### config.mk
export PLATFORM = sky130hd
export DESIGN_NAME = sort8_desc_seq
export DESIGN_NICKNAME = d
export VERILOG_FILES = /design/src/rtl/sort_pkg.sv /design/src/rtl/sort8_desc_seq_cmp_swap_w.sv /design/src/rtl/sort8_desc_seq.sv
export SDC_FILE = /design/constraint.sdc
export NUM_CORES = 1
export LEC_CHECK = 0
export CAP_MARGIN = 30
export CORE_MARGIN = 4
export CORE_UTILIZATION = 54
export CTS_CLUSTER_DIAMETER = 150
export CTS_CLUSTER_SIZE = 40
export DETAILED_ROUTE_END_ITERATION = 12
export HOLD_SLACK_MARGIN = 0.05
export PLACE_DENSITY = 0.85
export SYNTH_ARGS = -nofsm -noshare
export SYNTH_HDL_FRONTEND = slang
export SYNTH_HIERARCHICAL = 1
export SYNTH_SLANG_ARGS = --single-unit
### constraint.sdc
create_clock -name clk -period 2.8 [get_ports clk]
set_input_delay 0.56 -clock clk [delete_from_list [all_inputs] [get_ports clk]]
set_output_delay 0.56 -clock clk [all_outputs]
set_load 0.02 [all_outputs]
### src/rtl/sort_pkg.sv
// Shared types and sizing for the sequential 8-word descending sorter.
package sort_pkg;
  localparam int WIDTH = 16;
  localparam int N     = 8;
  localparam int PH_W  = $clog2(N);

  typedef enum logic [1:0] {
    IDLE = 2'd0,
    SORT = 2'd1,
    DONE = 2'd2
  } state_e;
endpackage

### src/rtl/sort8_desc_seq_cmp_swap_w.sv
// Combinational compare-swap cell: larger word leaves on hi when enabled.
module cmp_swap_w #(
  parameter int W = 16
) (
  input  logic [W-1:0] a,
  input  logic [W-1:0] b,
  input  logic         en,
  output logic [W-1:0] hi,
  output logic [W-1:0] lo,
  output logic         swp
);
  // Equal words never swap, so the ordering of duplicates is preserved.
  assign swp = en & (a < b);
  assign hi  = swp ? b : a;
  assign lo  = swp ? a : b;
endmodule

### src/rtl/sort8_desc_seq.sv
// Odd-even transposition sorter: parallel load, N phases, then hold result.
// Handshakes: a transfer happens on a rising edge where valid and ready are both high.
module sort8_desc_seq
  import sort_pkg::*;
#(
  parameter int W  = sort_pkg::WIDTH,
  parameter int NW = sort_pkg::N
) (
  input  logic            clk,
  input  logic            rst,
  input  logic            in_valid,
  output logic            in_ready,
  input  logic [NW*W-1:0] in_data,
  output logic            out_valid,
  input  logic            out_ready,
  output logic [NW*W-1:0] out_data,
  output logic [NW-2:0]   swap_flags
);
  state_e          state_q, state_d;
  logic [PH_W-1:0] phase_q, phase_d;
  logic [W-1:0]    w_q [NW];
  logic [W-1:0]    w_d [NW];

  logic [NW-2:0]   pair_en;
  logic [W-1:0]    hi   [NW-1];
  logic [W-1:0]    lo   [NW-1];
  logic [NW-2:0]   swp;

  // Pair (k,k+1) is compared when k has the same parity as the phase.
  always_comb begin
    pair_en = '0;
    for (int k = 0; k < NW-1; k++) begin
      pair_en[k] = (state_q == SORT) && (phase_q[0] == k[0]);
    end
  end

  for (genvar k = 0; k < NW-1; k++) begin : g_cell
    cmp_swap_w #(.W(W)) u_cell (
      .a   (w_q[k]),
      .b   (w_q[k+1]),
      .en  (pair_en[k]),
      .hi  (hi[k]),
      .lo  (lo[k]),
      .swp (swp[k])
    );
  end

  always_comb begin
    state_d = state_q;
    phase_d = phase_q;
    for (int i = 0; i < NW; i++) w_d[i] = w_q[i];
    case (state_q)
      IDLE: begin
        if (in_valid) begin
          for (int i = 0; i < NW; i++) w_d[i] = in_data[i*W +: W];
          phase_d = '0;
          state_d = SORT;
        end
      end
      SORT: begin
        // Enabled pairs are disjoint, so each word takes at most one cell output.
        for (int i = 0; i < NW; i++) begin
          if (i > 0 && pair_en[i-1])       w_d[i] = lo[i-1];
          else if (i < NW-1 && pair_en[i]) w_d[i] = hi[i];
        end
        phase_d = phase_q + 1'b1;
        if (phase_q == PH_W'(NW-1)) state_d = DONE;
      end
      DONE: begin
        if (out_ready) state_d = IDLE;
      end
      default: state_d = IDLE;
    endcase
  end

  always_ff @(posedge clk) begin
    if (rst) begin
      state_q <= IDLE;
      phase_q <= '0;
      for (int i = 0; i < NW; i++) w_q[i] <= '0;
    end else begin
      state_q <= state_d;
      phase_q <= phase_d;
      for (int i = 0; i < NW; i++) w_q[i] <= w_d[i];
    end
  end

  always_comb begin
    out_data = '0;
    for (int i = 0; i < NW; i++) out_data[i*W +: W] = w_q[i];
  end

  assign in_ready   = (state_q == IDLE) && !rst;
  assign out_valid  = (state_q == DONE);
  assign swap_flags = swp;
endmodule

==> results of run 1 <==
worst min-delay path, delay by kind of cell, from the launching register on:
family	cells	cell delay, ps
AOI/OAI and AO/OA	1	80
DFF	1	340
and+or+nand+nor	1	70
cell usage after synthesis, types with 30 or more instances:
cell and number:
buf_2 30, inv_1 247, ha_1 107, nor2_1 107
dfxtp_1 133, nand2_1 132, mux2_4 203, buf_6 30
a21oi_1 158, a311oi_1 56, a311oi_2 40, a21o_1 96
clkbuf_1 35
metal layers:
metal | global-route usage | part of all wire | vias to the layer above
li1 | - | - | 6213
met1 | 0.456 | 0.42 | 6639
met2 | 0.528 | 0.45 | 819
met3 | 0.0531 | 0.088 | 151
met4 | 0.128 | 0.039 | 8
met5 | 0 | 0.0012 | -
logic make-up (layout without fill, tap and decap cells):
group,after synthesis,in the layout
and+or+nand+nor,305,305
AOI/OAI and AO/OA,437,437
muxes,224,224
adders and majority gates,107,107
DFF,133,133
buffers and inverters,360,721
final timing paths:
check	from	end	slack, ps
max reg2reg	w_q[1][42]	w_q[1][39]	110
min reg2reg	phase_q[2]	phase_q[2]	520
max	w_q[1][25]	swap_flags[4]	7
min	phase_q[2]	phase_q[2]	520
timing repair:
action | CTS | global route
gates resized for setup | 62 | 62
setup endpoints to repair | 12 | 57
pin swaps | 3 | 14
setup buffers | 0 | 0
power groups by stage:
stage / Clock (W) / Sequential [W] / Combinational [W]
finish: 0.00226 / 0.00233 / 0.00367
global placement: 0 / 0.00233 / 0.00340
floorplan: 0 / 0.00256 / 0.00193
detailed placement: 0 / 0.00234 / 0.00348
global route: 0.00234 / 0.00235 / 0.00390
CTS: 0.00225 / 0.00231 / 0.00357
area by class of cell:
class | instances | area (µm²)
clock buffer | 19 | 443
clock inverter | 13 | 123
fill | 1721 | 6360
inverter | 247 | 927
multi-input combinational | 1073 | 9450
sequential | 133 | 2750
tap | 324 | 405
timing repair buffer | 442 | 4070
placed cells by master (no fill, tap or decap), types with 8 or more instances in the layout:
master,count
nor3_1,15
inv_1,247
nor2_1,107
a311oi_1,56
ha_1,106
nand2b_1,8
clkdlybuf4s50_1,259
nand2_1,130
a311oi_2,40
a21oi_1,156
mux2_4,203
buf_4,167
mux2_2,21
o221a_1,28
dfxtp_2,41
a21o_1,96
dfxtp_1,82
clkbuf_16,17
a22oi_1,8
dfxtp_4,10
nand3b_1,8
o21ai_0,24
sequential cells by signal, indices dropped and copies added (netlist names):
register	flops
w_q	128
phase_q	3
state_q	2
metrics by stage:
step	cells	util
2_1_floorplan	1566	-
3_3_place_gp	2218	0.708
3_5_place_dp	2218	0.708
4_1_cts	2250	0.735
5_1_grt	2251	0.741
6_report	2251	0.741
==> key figures, run 1 <==
Timing
  – Endpoints failing hold: 0
  – Worst-margin pin slew: between 1000 and 1500 ps
  – Final WS setup: just under 7 ps
  – Total negative slack: 0 ps
  – Fin crit period: 2790 ps
  – Max Clk Rate: approximately 360 MHz
  – Final cycle utilization of the critical path: 0.998
  – Slew headroom: 0.312
  – Hold slack: 522 ps
  – RSZ-0062 raised after global routing: true
  – Final Slew Violations: 0
  – Final setup viols: 0
  – Clock Skews: roughly 14 ps

Yosys
  – Synth Register Bits: about 130
  – Post-synthesis net count: 1805
  – Cells after synthesis: around 1.6k
  – Syn_area_per_cell: 8.68 µm²
  – Mux cell area share after synthesis: 0.242
  – Yosys warns: 6
  – Register area share after synthesis: 0.196
  – Post-synth ARST share: 0
  – Area fraction of the dominant cell type after synthesis: 0.224
  – Largest family of logic cells by synthesized area: compound AO/OA/AOI/OAI gates
  – XOR/XNOR share of the synthesized area: 0
  – Number of synthesized flops with an enable pin: 0
  – Compound-Gate Fraction of Synth Area: 0.245
  – Top FF cell, synth: dfxtp_1
  – Distinct cells, synth: 37
  – Top cells by area, synth: mux2_4 22%, dfxtp_1 20%, ha_1 9.8%
  – Largest area contributor in the netlist: mux2_4
  – Cell area after synthesis: about 14000 µm²
  – Post-Synth Simple-Gate Area: 0.0986
  – Post-Synth Adder-Cell Area: 0.0984

Placed design
  – Dpl ws: -6.03 ps
  – Port-buffer cells: about 270
  – GP Congestion: between 0.9 and 1
  – Cell area after placement: ~17000 µm²
  – Hpwl dp: roughly 34000 µm

Cells and area
  – Area Overhead vs Synth: 33.6%
  – # diodes: 0
  – Fraction of layout cells with a size suffix above 1: 0.294
  – Nets@finish: 2153
  – Post-route cell area: around 18000 µm²

Detailed routing
  – Total Wirelength: a little under 50000 µm
  – Antenna viol nets, final: 0
  – DRC Markers: 0
  – WL/cell: roughly 22 µm
  – DRT Pass-1 Iters: 7
  – Routed vias: approximately 14k
  – Vias per cell: approximately 6.1
  – 1st-iter DRT viols: about 1.7k

Pwr
  – Internal power: roughly 0.0052 W
  – PwrDens: around 450 nW/µm²
  – Combinational share of power: 0.444
  – Overall power: between 0.008 and 0.009 W
  – Sequential power share: 0.283
  – Worst IR drop on VDD: roughly 0.3 mV
  – Static leakage: slightly below 9 nW
  – Net Sw Power: about 0.0031 W
  – Clock power share: 0.273
  – Sw frac: 0.370

Worst setup path
  – Top delay family on crit path: simple AND/OR/NAND/NOR gates
  – CP max FO: 5
  – Cell repeated most along the worst path: inv_1
  – Slowest stage delay, CP: a little under 400 ps
  – Required time of the critical path: about 2200 ps
  – Worst R2R Path Depth: 11
  – Critical Path AT: between 2000 and 2500 ps
  – Crit end category: primary output
  – Number of buffers and inverters on the critical path: 4
  – Crit. path cell count: 9
  – WS Path Type: reg -> out
  – Crit start category: flop
  – Crit path cell chain: inv_1, ha_1, nand2_1, nor4_2, buf_4, nand3b_1, nand3_2, inv_1, clkdlybuf4s15_2
  – CP max-delay cell: dfxtp_4

Floorplanning
  – Boundary Pins: between 200 and 300
  – Core Area: 24500 µm²
  – Cell row count: 57
  – Die H: between 150 and 200 µm
  – Die W: approximately 170 µm
  – Full die area: around 28000 µm²
  – Initial Util: 0.554

Hold path
  – WHS Path Cells: 2
  – Min-Delay Path Class: reg -> reg

Clocking
  – H-tree levels: 4
  – CTS sink count: approximately 130
  – Cell chosen for the clock root: clkbuf_16
  – Clock Path Buffers: 2
  – Cts hold-fix bufs: 0
  – Worst skew pair latency: roughly 440 ps
  – CTS tree: yes
  – CTS buffer count: 17
  – Worst-path clk slew: around 60 ps

Global routing
  – Total GRT Usage: 0.333
  – Global-route wire length before repair: roughly 75000 µm
  – Initial antenna violation count: 4
  – Vias in the first global route: approximately 13k
  – Remaining Overflow, GRT: 0
  – Largest net degree at the start of global routing: approximately 130

Job
  – # Max-Cap Violations: 0

Run status
  – Status: finished clean
No activity file was read; power rests on OpenSTA's default activity.
==> run 2: changes to the inputs <==
GPL_TIMING_DRIVEN = 0   (was not set)
==> key figures, run 2 (synthesized netlist as in run 1, its figures left out) <==
Run status
  – Status: complete, but fails checks (was finished clean)
  – Failing checks: setup timing

Cells and area
  – Leading cell type in the layout, fill and taps excluded: clkdlybuf4s50_1 (unchanged)
  – Top Registers: w_q (128), phase_q (3), state_q (2) (unchanged)
  – # diodes: 0 (unchanged)
  – Area Overhead vs Synth: 38.2% (was 33.6%)
  – Fraction of layout cells with a size suffix above 1: 0.327 (was 0.294)
  – Most frequent cells in the layout: 259 x clkdlybuf4s50_1, 247 x inv_1, 203 x mux2_4, 155 x a21oi_1, 120 x nand2_1 (was 259 x clkdlybuf4s50_1, 247 x inv_1, 203 x mux2_4, 167 x buf_4, 156 x a21oi_1)
  – Nets@finish: 2190 (was 2153)
  – Post-route cell area: 18800 µm² (was 18200 µm²)
  – Max reg flops: 128 (unchanged)
  – Largest Register: w_q (unchanged)

Timing
  – Final WS setup: -121 ps (was 6.81 ps)
  – Fin crit period: 2920 ps (was 2790 ps)
  – Final cycle utilization of the critical path: 1.04 (was 0.998)
  – Final Slew Violations: 0 (unchanged)
  – RSZ-0062 raised after global routing: true (unchanged)
  – Total negative slack: -685 ps (was 0 ps)
  – Worst-margin pin slew: 833 ps (was 1030 ps)
  – Slew headroom: 0.445 (was 0.312)
  – Max Clk Rate: 342 MHz (was 358 MHz)
  – Clock Skews: 15.3 ps (was 13.9 ps)
  – Final setup viols: 14 (was 0)
  – Endpoints failing hold: 0 (unchanged)

Detailed routing
  – WL/cell: 24.3 µm (was 21.9 µm)
  – 1st-iter DRT viols: 2087 (was 1714)
  – Antenna viol nets, final: 0 (unchanged)
  – DRT Pass-1 Iters: 10 (was 7)
  – DRC Markers: 0 (unchanged)
  – Total Wirelength: 55500 µm (was 49300 µm)
  – Routed vias: 14.9k (was 13.8k)
  – Vias per cell: 6.50 (was 6.14)

Hold path
  – WHS Path Cells: 2 (unchanged)
  – Min-Delay Path Class: reg -> reg (unchanged)

Worst setup path
  – CP max FO: 8 (was 5)
  – Cell repeated most along the worst path: inv_1 (unchanged)
  – Crit end category: primary output (unchanged)
  – Required time of the critical path: 2240 ps (about the same)
  – Worst R2R Path Depth: 12 (was 11)
  – Slowest stage delay, CP: 400 ps (was 390 ps)
  – Crit path cell chain: inv_1, ha_1, a21oi_1, o21ai_0, a22oi_2, nand3_2, buf_8, inv_1, buf_4 (was inv_1, ha_1, nand2_1, nor4_2, buf_4, nand3b_1, nand3_2, inv_1, clkdlybuf4s15_2)
  – Crit. path cell count: 9 (unchanged)
  – WS Path Type: reg -> out (unchanged)
  – CP max-delay cell: dfxtp_4 (unchanged)
  – Number of buffers and inverters on the critical path: 4 (unchanged)
  – Crit start category: flop (unchanged)
  – Top delay family on crit path: compound AO/OA/AOI/OAI gates (was simple AND/OR/NAND/NOR gates)
  – Critical Path AT: 2360 ps (was 2230 ps)

Floorplanning
  – Full die area: 27800 µm² (unchanged)
  – Cell row count: 57 (unchanged)
  – Die H: 167 µm (unchanged)
  – Core Area: 24500 µm² (unchanged)
  – Initial Util: 0.554 (unchanged)
  – Boundary Pins: 269 (unchanged)
  – Die W: 167 µm (unchanged)

Placed design
  – Port-buffer cells: 266 (was 268)
  – Cell area after placement: 16700 µm² (was 17400 µm²)
  – GP Congestion: 0.954 (was 0.946)
  – Hpwl dp: 35400 µm (was 34400 µm)
  – Dpl ws: -900 ps (was -6.03 ps)

Pwr
  – Worst IR drop on VDD: 0.291 mV (was 0.300 mV)
  – Overall power: 0.00854 W (was 0.00826 W)
  – PwrDens: 455 nW/µm² (was 454 nW/µm²)
  – Static leakage: 8.81 nW (was 8.76 nW)

Clocking
  – Worst-path clk slew: 70 ps (was 60 ps)
  – Worst skew pair latency: 440 ps (about the same)
  – H-tree levels: 4 (unchanged)
  – CTS sink count: 133 (unchanged)
  – CTS tree: yes (unchanged)
  – Clock Path Buffers: 2 (unchanged)
  – CTS buffer count: 17 (unchanged)
  – Cts hold-fix bufs: 0 (unchanged)
  – Cell chosen for the clock root: clkbuf_16 (unchanged)

Job
  – # Max-Cap Violations: 0 (unchanged)

Global routing
  – Total GRT Usage: 0.345 (was 0.333)
  – Initial antenna violation count: 3 (was 4)
  – Remaining Overflow, GRT: 0 (unchanged)
  – Vias in the first global route: 14.2k (was 13.3k)
  – Global-route wire length before repair: 77700 µm (was 75300 µm)
  – Largest net degree at the start of global routing: 20 (was 134)
-- run 2: final cells by class --
cell class,instances,area [µm²]
multi-input cells,1073,9720
fillers,1544,5740
repair buffers,370,3440
flip-flops and latches,133,2960
inverters,247,927
plain buffers,109,759
clock buffers,22,474
well taps,324,405
clock inverters,10,98.8
-- run 2: routing by layer --
metal,vias up,GRT usage,part of all wire
li1,6311,-,-
met1,6983,0.422,0.36
met2,1201,0.555,0.45
met3,369,0.0844,0.12
met4,6,0.194,0.075
met5,-,0,0.00067
-- run 2: per-stage QoR --
stage | util | std cells | hold WS (ps)
finish | 0.766 | 2288 | 533
detailed placement | 0.679 | 2156 | 518
floorplan | - | 1566 | 481
global placement | 0.679 | 2156 | 495
global route | 0.766 | 2288 | 573
CTS | 0.729 | 2221 | 533
-- run 2: what timing repair did --
action	in CTS	in global routing
hold endpoints to repair	0	0
pin swaps	20	30
buffers inserted	36	69
resized for setup	213	89
endpoints found under the setup margin	131	11
-- run 2: worst paths after layout --
check	slack [ps]	start	endpoint
worst max-delay path	-120	w_q[1][43]	swap_flags[5]
worst min-delay path	530	phase_q[2]	phase_q[2]
worst max register to register	-80	w_q[1][43]	w_q[1][35]
worst min register to register	530	phase_q[2]	phase_q[2]
-- run 2: tightest hold or removal path: stages, from the launching register on --
cell     delay, ps
dfxtp_1        330
a22oi_1         90
nor2_1          80
-- run 2: report_power, final --
part | total, W | switching [W] | internal (W)
clock network | 0.00226 | 0.000963 | 0.00130
registers | 0.00251 | 0.000428 | 0.00208
logic | 0.00377 | 0.00184 | 0.00194
total | 0.00854 | 0.00323 | 0.00531
==> run 3: changes to the inputs <==
CORE_ASPECT_RATIO = 0.5   (was not set)
CORE_MARGIN = not set   (was 4)
==> key figures, run 3 (synthesized netlist as in run 1, its figures left out) <==
Timing
  – RSZ-0062 raised after global routing: true (unchanged)
  – Hold slack: 526 ps (was 533 ps)
  – Max Clk Rate: 346 MHz (was 342 MHz)
  – Clock Skews: 11.5 ps (was 15.3 ps)
  – Slew headroom: 0.435 (was 0.445)
  – Fin crit period: 2890 ps (was 2920 ps)
  – Final setup viols: 8 (was 14)
  – Worst-margin pin slew: 848 ps (was 833 ps)
  – Final Slew Violations: 0 (unchanged)
  – Final WS setup: -92.4 ps (was -121 ps)
  – Total negative slack: -340 ps (was -685 ps)
  – Endpoints failing hold: 0 (unchanged)
  – Final cycle utilization of the critical path: 1.03 (was 1.04)

Floorplanning
  – Core Area: 24400 µm² (was 24500 µm²)
  – Die H: 114 µm (was 167 µm)
  – Full die area: 25900 µm² (was 27800 µm²)
  – Cell row count: 40 (was 57)
  – Die W: 226 µm (was 167 µm)
  – Initial Util: 0.558 (was 0.554)
  – Boundary Pins: 269 (unchanged)

Clocking
  – Cts hold-fix bufs: 0 (unchanged)
  – H-tree levels: 4 (unchanged)
  – Cell chosen for the clock root: clkbuf_16 (unchanged)
  – Worst skew pair latency: 450 ps (was 440 ps)
  – Worst-path clk slew: 60 ps (was 70 ps)
  – CTS sink count: 133 (unchanged)
  – CTS tree: yes (unchanged)
  – Clock Path Buffers: 2 (unchanged)
  – CTS buffer count: 17 (unchanged)

Cells and area
  – Nets@finish: 2174 (was 2190)
  – Top Registers: w_q (128), phase_q (3), state_q (2) (unchanged)
  – Final non-filler cell total: 2282 (was 2288)
  – Largest Register: w_q (unchanged)
  – Area Overhead vs Synth: 38.6% (was 38.2%)
  – Leading cell type in the layout, fill and taps excluded: clkdlybuf4s50_1 (unchanged)
  – Most frequent cells in the layout: 259 x clkdlybuf4s50_1, 244 x inv_1, 203 x mux2_4, 151 x a21oi_1, 116 x nand2_1 (was 259 x clkdlybuf4s50_1, 247 x inv_1, 203 x mux2_4, 155 x a21oi_1, 120 x nand2_1)
  – Max reg flops: 128 (unchanged)
  – # diodes: 0 (unchanged)
  – Fraction of layout cells with a size suffix above 1: 0.334 (was 0.327)

Worst setup path
  – Cell repeated most along the worst path: inv_1 (unchanged)
  – Crit Reg-Reg Endpoint: w_q[0][43] (was w_q[1][35])
  – CP max FO: 2 (was 8)
  – Crit path cell chain: inv_1, ha_1, nand2_2, nor4_4, nand3b_1, nand3_2, buf_12, inv_1, buf_2 (was inv_1, ha_1, a21oi_1, o21ai_0, a22oi_2, nand3_2, buf_8, inv_1, buf_4)
  – Critical Path End: swap_flags[2] (was swap_flags[5])
  – Slowest stage delay, CP: 440 ps (was 400 ps)
  – Worst R2R Path Depth: 11 (was 12)
  – CP max-delay cell: nor4_4 (was dfxtp_4)
  – Critical path origin: w_q[0][61] (was w_q[1][43])
  – Critical Path AT: 2330 ps (was 2360 ps)
  – Reg2Reg Setup Slack: -50 ps (was -80 ps)
  – Crit start category: flop (unchanged)
  – Critical R2R Launch: w_q[0][61] (was w_q[1][43])
  – Required time of the critical path: 2240 ps (about the same)
  – WS Path Type: reg -> out (unchanged)
  – Crit end category: primary output (unchanged)

Pwr
  – Worst IR drop on VDD: 0.452 mV (was 0.291 mV)
  – Combinational share of power: 0.437 (was 0.442)
  – Sequential power share: 0.288 (was 0.294)
  – Static leakage: 8.78 nW (was 8.81 nW)
  – Overall power: 0.00870 W (was 0.00854 W)
  – Clock power share: 0.275 (was 0.265)
  – Internal power: 0.00548 W (was 0.00531 W)
  – Net Sw Power: 0.00322 W (was 0.00323 W)
  – Sw frac: 0.370 (was 0.378)
  – PwrDens: 462 nW/µm² (was 455 nW/µm²)

Placed design
  – Hpwl dp: 35100 µm (was 35400 µm)
  – Dpl ws: -1010 ps (was -900 ps)
  – Inst Count DP: 2168 (was 2156)
  – GP Congestion: 0.976 (was 0.954)
  – Port-buffer cells: 266 (unchanged)

Detailed routing
  – 1st-iter DRT viols: 2002 (was 2087)
  – Routed vias: 14.7k (was 14.9k)
  – Antenna viol nets, final: 0 (unchanged)
  – Total Wirelength: 53600 µm (was 55500 µm)
  – DRC Markers: 0 (unchanged)
  – WL/cell: 23.5 µm (was 24.3 µm)
  – DRT Pass-1 Iters: 7 (was 10)
  – Vias per cell: 6.46 (was 6.50)

Global routing
  – Global-route wire length before repair: 74100 µm (was 77700 µm)
  – Initial antenna violation count: 0 (was 3)
  – Vias in the first global route: 13.2k (was 14.2k)
  – Remaining Overflow, GRT: 0 (unchanged)
  – Largest net degree at the start of global routing: 20 (unchanged)
  – Total GRT Usage: 0.371 (was 0.345)

Run status
  – Failing checks: setup timing (unchanged)
  – Status: complete, but fails checks (unchanged)

Hold path
  – Min-Delay Path Class: reg -> reg (unchanged)

Job
  – # Max-Cap Violations: 0 (unchanged)
## run 3: per-layer routing
metal	share of wire	global-route usage
met5	0	0
met4	0.051	0.136
met1	0.39	0.489
met2	0.45	0.603
met3	0.11	0.0742
## run 3: metrics by stage
stage	cell area, µm²	utilization
2_1_floorplan	13600	-
3_3_place_gp	16700	0.684
3_5_place_dp	16700	0.684
4_1_cts	17900	0.736
5_1_grt	18900	0.774
6_report	18900	0.774
## run 3: power groups by stage
stage	Sequential [W]	Combinational (W)	Clock (W)
floorplan	0.00256	0.00193	0
global route	0.00251	0.00397	0.00245
global placement	0.00252	0.00300	0
CTS	0.00249	0.00330	0.00236
detailed placement	0.00252	0.00309	0
finish	0.00251	0.00380	0.00240
## run 3: worst max-delay path, delay by kind of cell (launching register included)
family / cells / cell delay (ps)
flip-flops: 1 / 360
AND/OR/NAND/NOR: 4 / 850
buffers and inverters: 4 / 330
adder cells (fa/ha/maj): 1 / 330
## run 3: cell type report
type                    count  area [µm²]
inverters                 247         927
plain buffers             109         772
clock buffers              22         474
fillers                  1528        5520
flip-flops and latches    133        2970
clock inverters             8         125
well taps                 336         420
multi-input cells        1073        9860
repair buffers            354        3310
## run 3: worst min-delay path by stage
stage                from    endpoint  slack (ps)  depth (start not counted)
2_1_floorplan  phase_q[1]  phase_q[1]         480                          2
3_3_place_gp   phase_q[1]  phase_q[1]         490                          2
3_5_place_dp   phase_q[2]  phase_q[2]         510                          2
4_1_cts        phase_q[2]  phase_q[2]         530                          2
5_1_grt        w_q[0][30]  w_q[0][30]         570                          2
6_report       phase_q[2]  phase_q[2]         530                          2
## run 3: what timing repair did
item / CTS / global route
buffers inserted: 31 / 58
pin swaps: 24 / 29
endpoints found under the hold margin: 0 / 0
gates resized for setup: 233 / 109
endpoints found under the setup margin: 134 / 10
==> variant (flow settings as in run 3) <==
Encoding of `state_e`: now one-hot (3 bits for 3 states).
--- a/src/rtl/sort_pkg.sv
+++ b/src/rtl/sort_pkg.sv
@@ -6,6 +6,6 @@
 
-  typedef enum logic [1:0] {
-    IDLE = 2'd0,
-    SORT = 2'd1,
-    DONE = 2'd2
+  typedef enum logic [2:0] {
+    IDLE = 3'b001,
+    SORT = 3'b010,
+    DONE = 3'b100
   } state_e;
Check against the original RTL: same outputs for any inputs over 4 cycles, from zero or initial values and one cycle with rst high; so few cycles prove little.
==> variant against run 3 <==
- the flow still finishes with violations (negative setup slack)
- global-route usage fell by 0.64 points
- worst setup slack got worse by 0.36 ns
- cell count is 9.6% lower
- combinational power decreased by 12%
- sequential cell count up 1
- first-iteration DRC count decreased by 8.4%
- power fell by 3.7%
- hold slack worse by 0.029 ns
- synthesized area fell by 1.5%
- routed wire length up 3.8%
- final area rose by 3.7%
- critical path type is now flip-flop to flip-flop
==> variant: results <==
group,metric,value,unit
cells_and_area,top_regs,"w_q x128, phase_q x3, state_q x3",
drt,routed_wire_length_per_instance,26.9,µm
synth,yosysUniqueCellTypes,42,
pwr,internal,0.00536,W
critical_path,rr_worst_depth,12,
critical_path,critPathMaxFanout,8,
cells_and_area,filler_cell_count,1242,
critical_path,r2r_setup_slk,-0.45,ns
pwr,peakVddDrop,0.483,mV
grt,grt_pass1_wl,71400,µm
critical_path,critical_path.startpoint,"w_q[1][35]",
sta,fin_ws,-0.453,ns
grt,grt_usage,0.365,
placement,finalWeightedCongestion,0.945,
cts,worst_setup_hold_path_clk_slew,0.07,ns
cells_and_area,num-nets-final,1952,
cts,h_tree_levels,4,
synth,commonest_cells_post_synth,"mux2_4 (203), dfxtp_1 (134), inv_1 (119)",
critical_path,worst_r2r_endpoint,"w_q[1][30]",
drt,via_per_inst,6.65,
drt,detail_route.first_pass.iterations,6,
grt,grt_antenna_before_repair,2,
synth,yosysSeqAreaShare,0.200,
placement,place_hpwl,33700,µm
placement,placement.setup.worst_slack,-0.714,ns
run_status,violations,"negative setup slack",
sta,finalSetupViolCount,67,
cts,clockRootBuffer,"clkbuf_16",
run_status,run_status,"finished, violations left",
pwr,cellLeakagePower,8.36,nW
grt,pin_count_of_the_biggest_net_entering_global_routing,17,
worst_hold_path,holdCritStartpoint,"phase_q[2]",
sta,fin_tns_setup,-6.82,ns
sta,timing_worst_slew_pin_value,0.773,ns
cells_and_area,layout_cells_sized_above_1,0.470,
drt,drt_iter0_markers,1833,
grt,grt_pass1_vias,12400,
placement,port-buffer-count,267,
synth,ys_top_cells_by_area,"mux2_4 (23%), dfxtp_1 (20%), ha_1 (10%)",
synth,net_count_after_synthesis,1534,
[variant: changes by cell type in the layout (fill, tap and decap cells not counted), sizes merged, moves of 4 or more]
cell and delta:
a21o -96, a21oi -127, a311oi -64, buf +36
clkbuf -14, inv -128, mux2 +96, mux2i +96
nand2 -30, nor2 -98, nor2b -4, nor3 +33
o221a -32, o2bb2ai +96
[variant: layout make-up]
class,count,share of cell area
inverter,119,0.0230
tap,336,0.0215
sequential,134,0.155
multi-input combinational,952,0.531
clock inverter,13,0.0105
buffer,88,0.0413
antenna,2,0.000256
clock buffer,19,0.0222
timing repair buffer,401,0.196
[variant: metrics by stage]
stage	hold WS, ns	std cells	cell area [µm²]
final	0.498	2064	19500
after global routing	0.524	2064	19500
after CTS	0.490	1966	17900
after detailed placement	0.482	1898	16500
after global placement	0.461	1898	16500
after floorplan	0.452	1295	13400
[variant: worst max path at each step]
stage	to	slack, ns	cells past startpoint
floorplan	w_q[0][24]	0.14	13
global placement	swap_flags[1]	-0.71	11
detailed placement	swap_flags[1]	-0.71	11
CTS	swap_flags[1]	-0.04	10
global route	w_q[1][30]	-0.42	12
finish	w_q[1][30]	-0.45	12
[variant: routing by layer]
layer	track usage	share of wire	routed length (µm)
met1	0.466	0.38	21400
met2	0.598	0.45	25100
met3	0.0727	0.098	5460
met4	0.162	0.066	3700
met5	0	0	0
[variant: critical path, cell delays in order (launching register included)]
cell	delay [ns]
dfxtp_2	0.47
inv_1	0.10
ha_1	0.29
o21ai_0	0.35
nor3_2	0.11
nand3b_1	0.13
nand3_2	0.16
buf_8	0.20
buf_12	0.14
mux2_4	0.29
mux2_2	0.30
mux2i_2	0.38
o2bb2ai_2	0.18
[variant: cells by family (layout without fill, tap and decap cells)]
group | Yosys count | in the layout | share of synthesized area
AOI/OAI and AO/OA | 213 | 213 | 0.140
adders and majority gates | 107 | 107 | 0.100
buffers and inverters | 209 | 640 | 0.0793
DFF | 134 | 134 | 0.200
muxes | 416 | 416 | 0.398
other | 0 | 2 | 0
and+or+nand+nor | 216 | 216 | 0.0824
[variant: power groups by stage]
stage          Clock [W]  Combinational, W  Sequential, W
3_3_place_gp           0           0.00238        0.00251
6_report         0.00256           0.00334        0.00248
3_5_place_dp           0           0.00248        0.00251
4_1_cts          0.00254           0.00267        0.00246
5_1_grt          0.00264           0.00348        0.00248
2_1_floorplan          0           0.00144        0.00254
[variant: timing repair]
action                                  in CTS  in global routing
endpoints found under the setup margin     132                 97
buffers inserted                            37                 93
pin swaps                                   24                 38
cloned                                       0                  4
gates resized for setup                    245                193
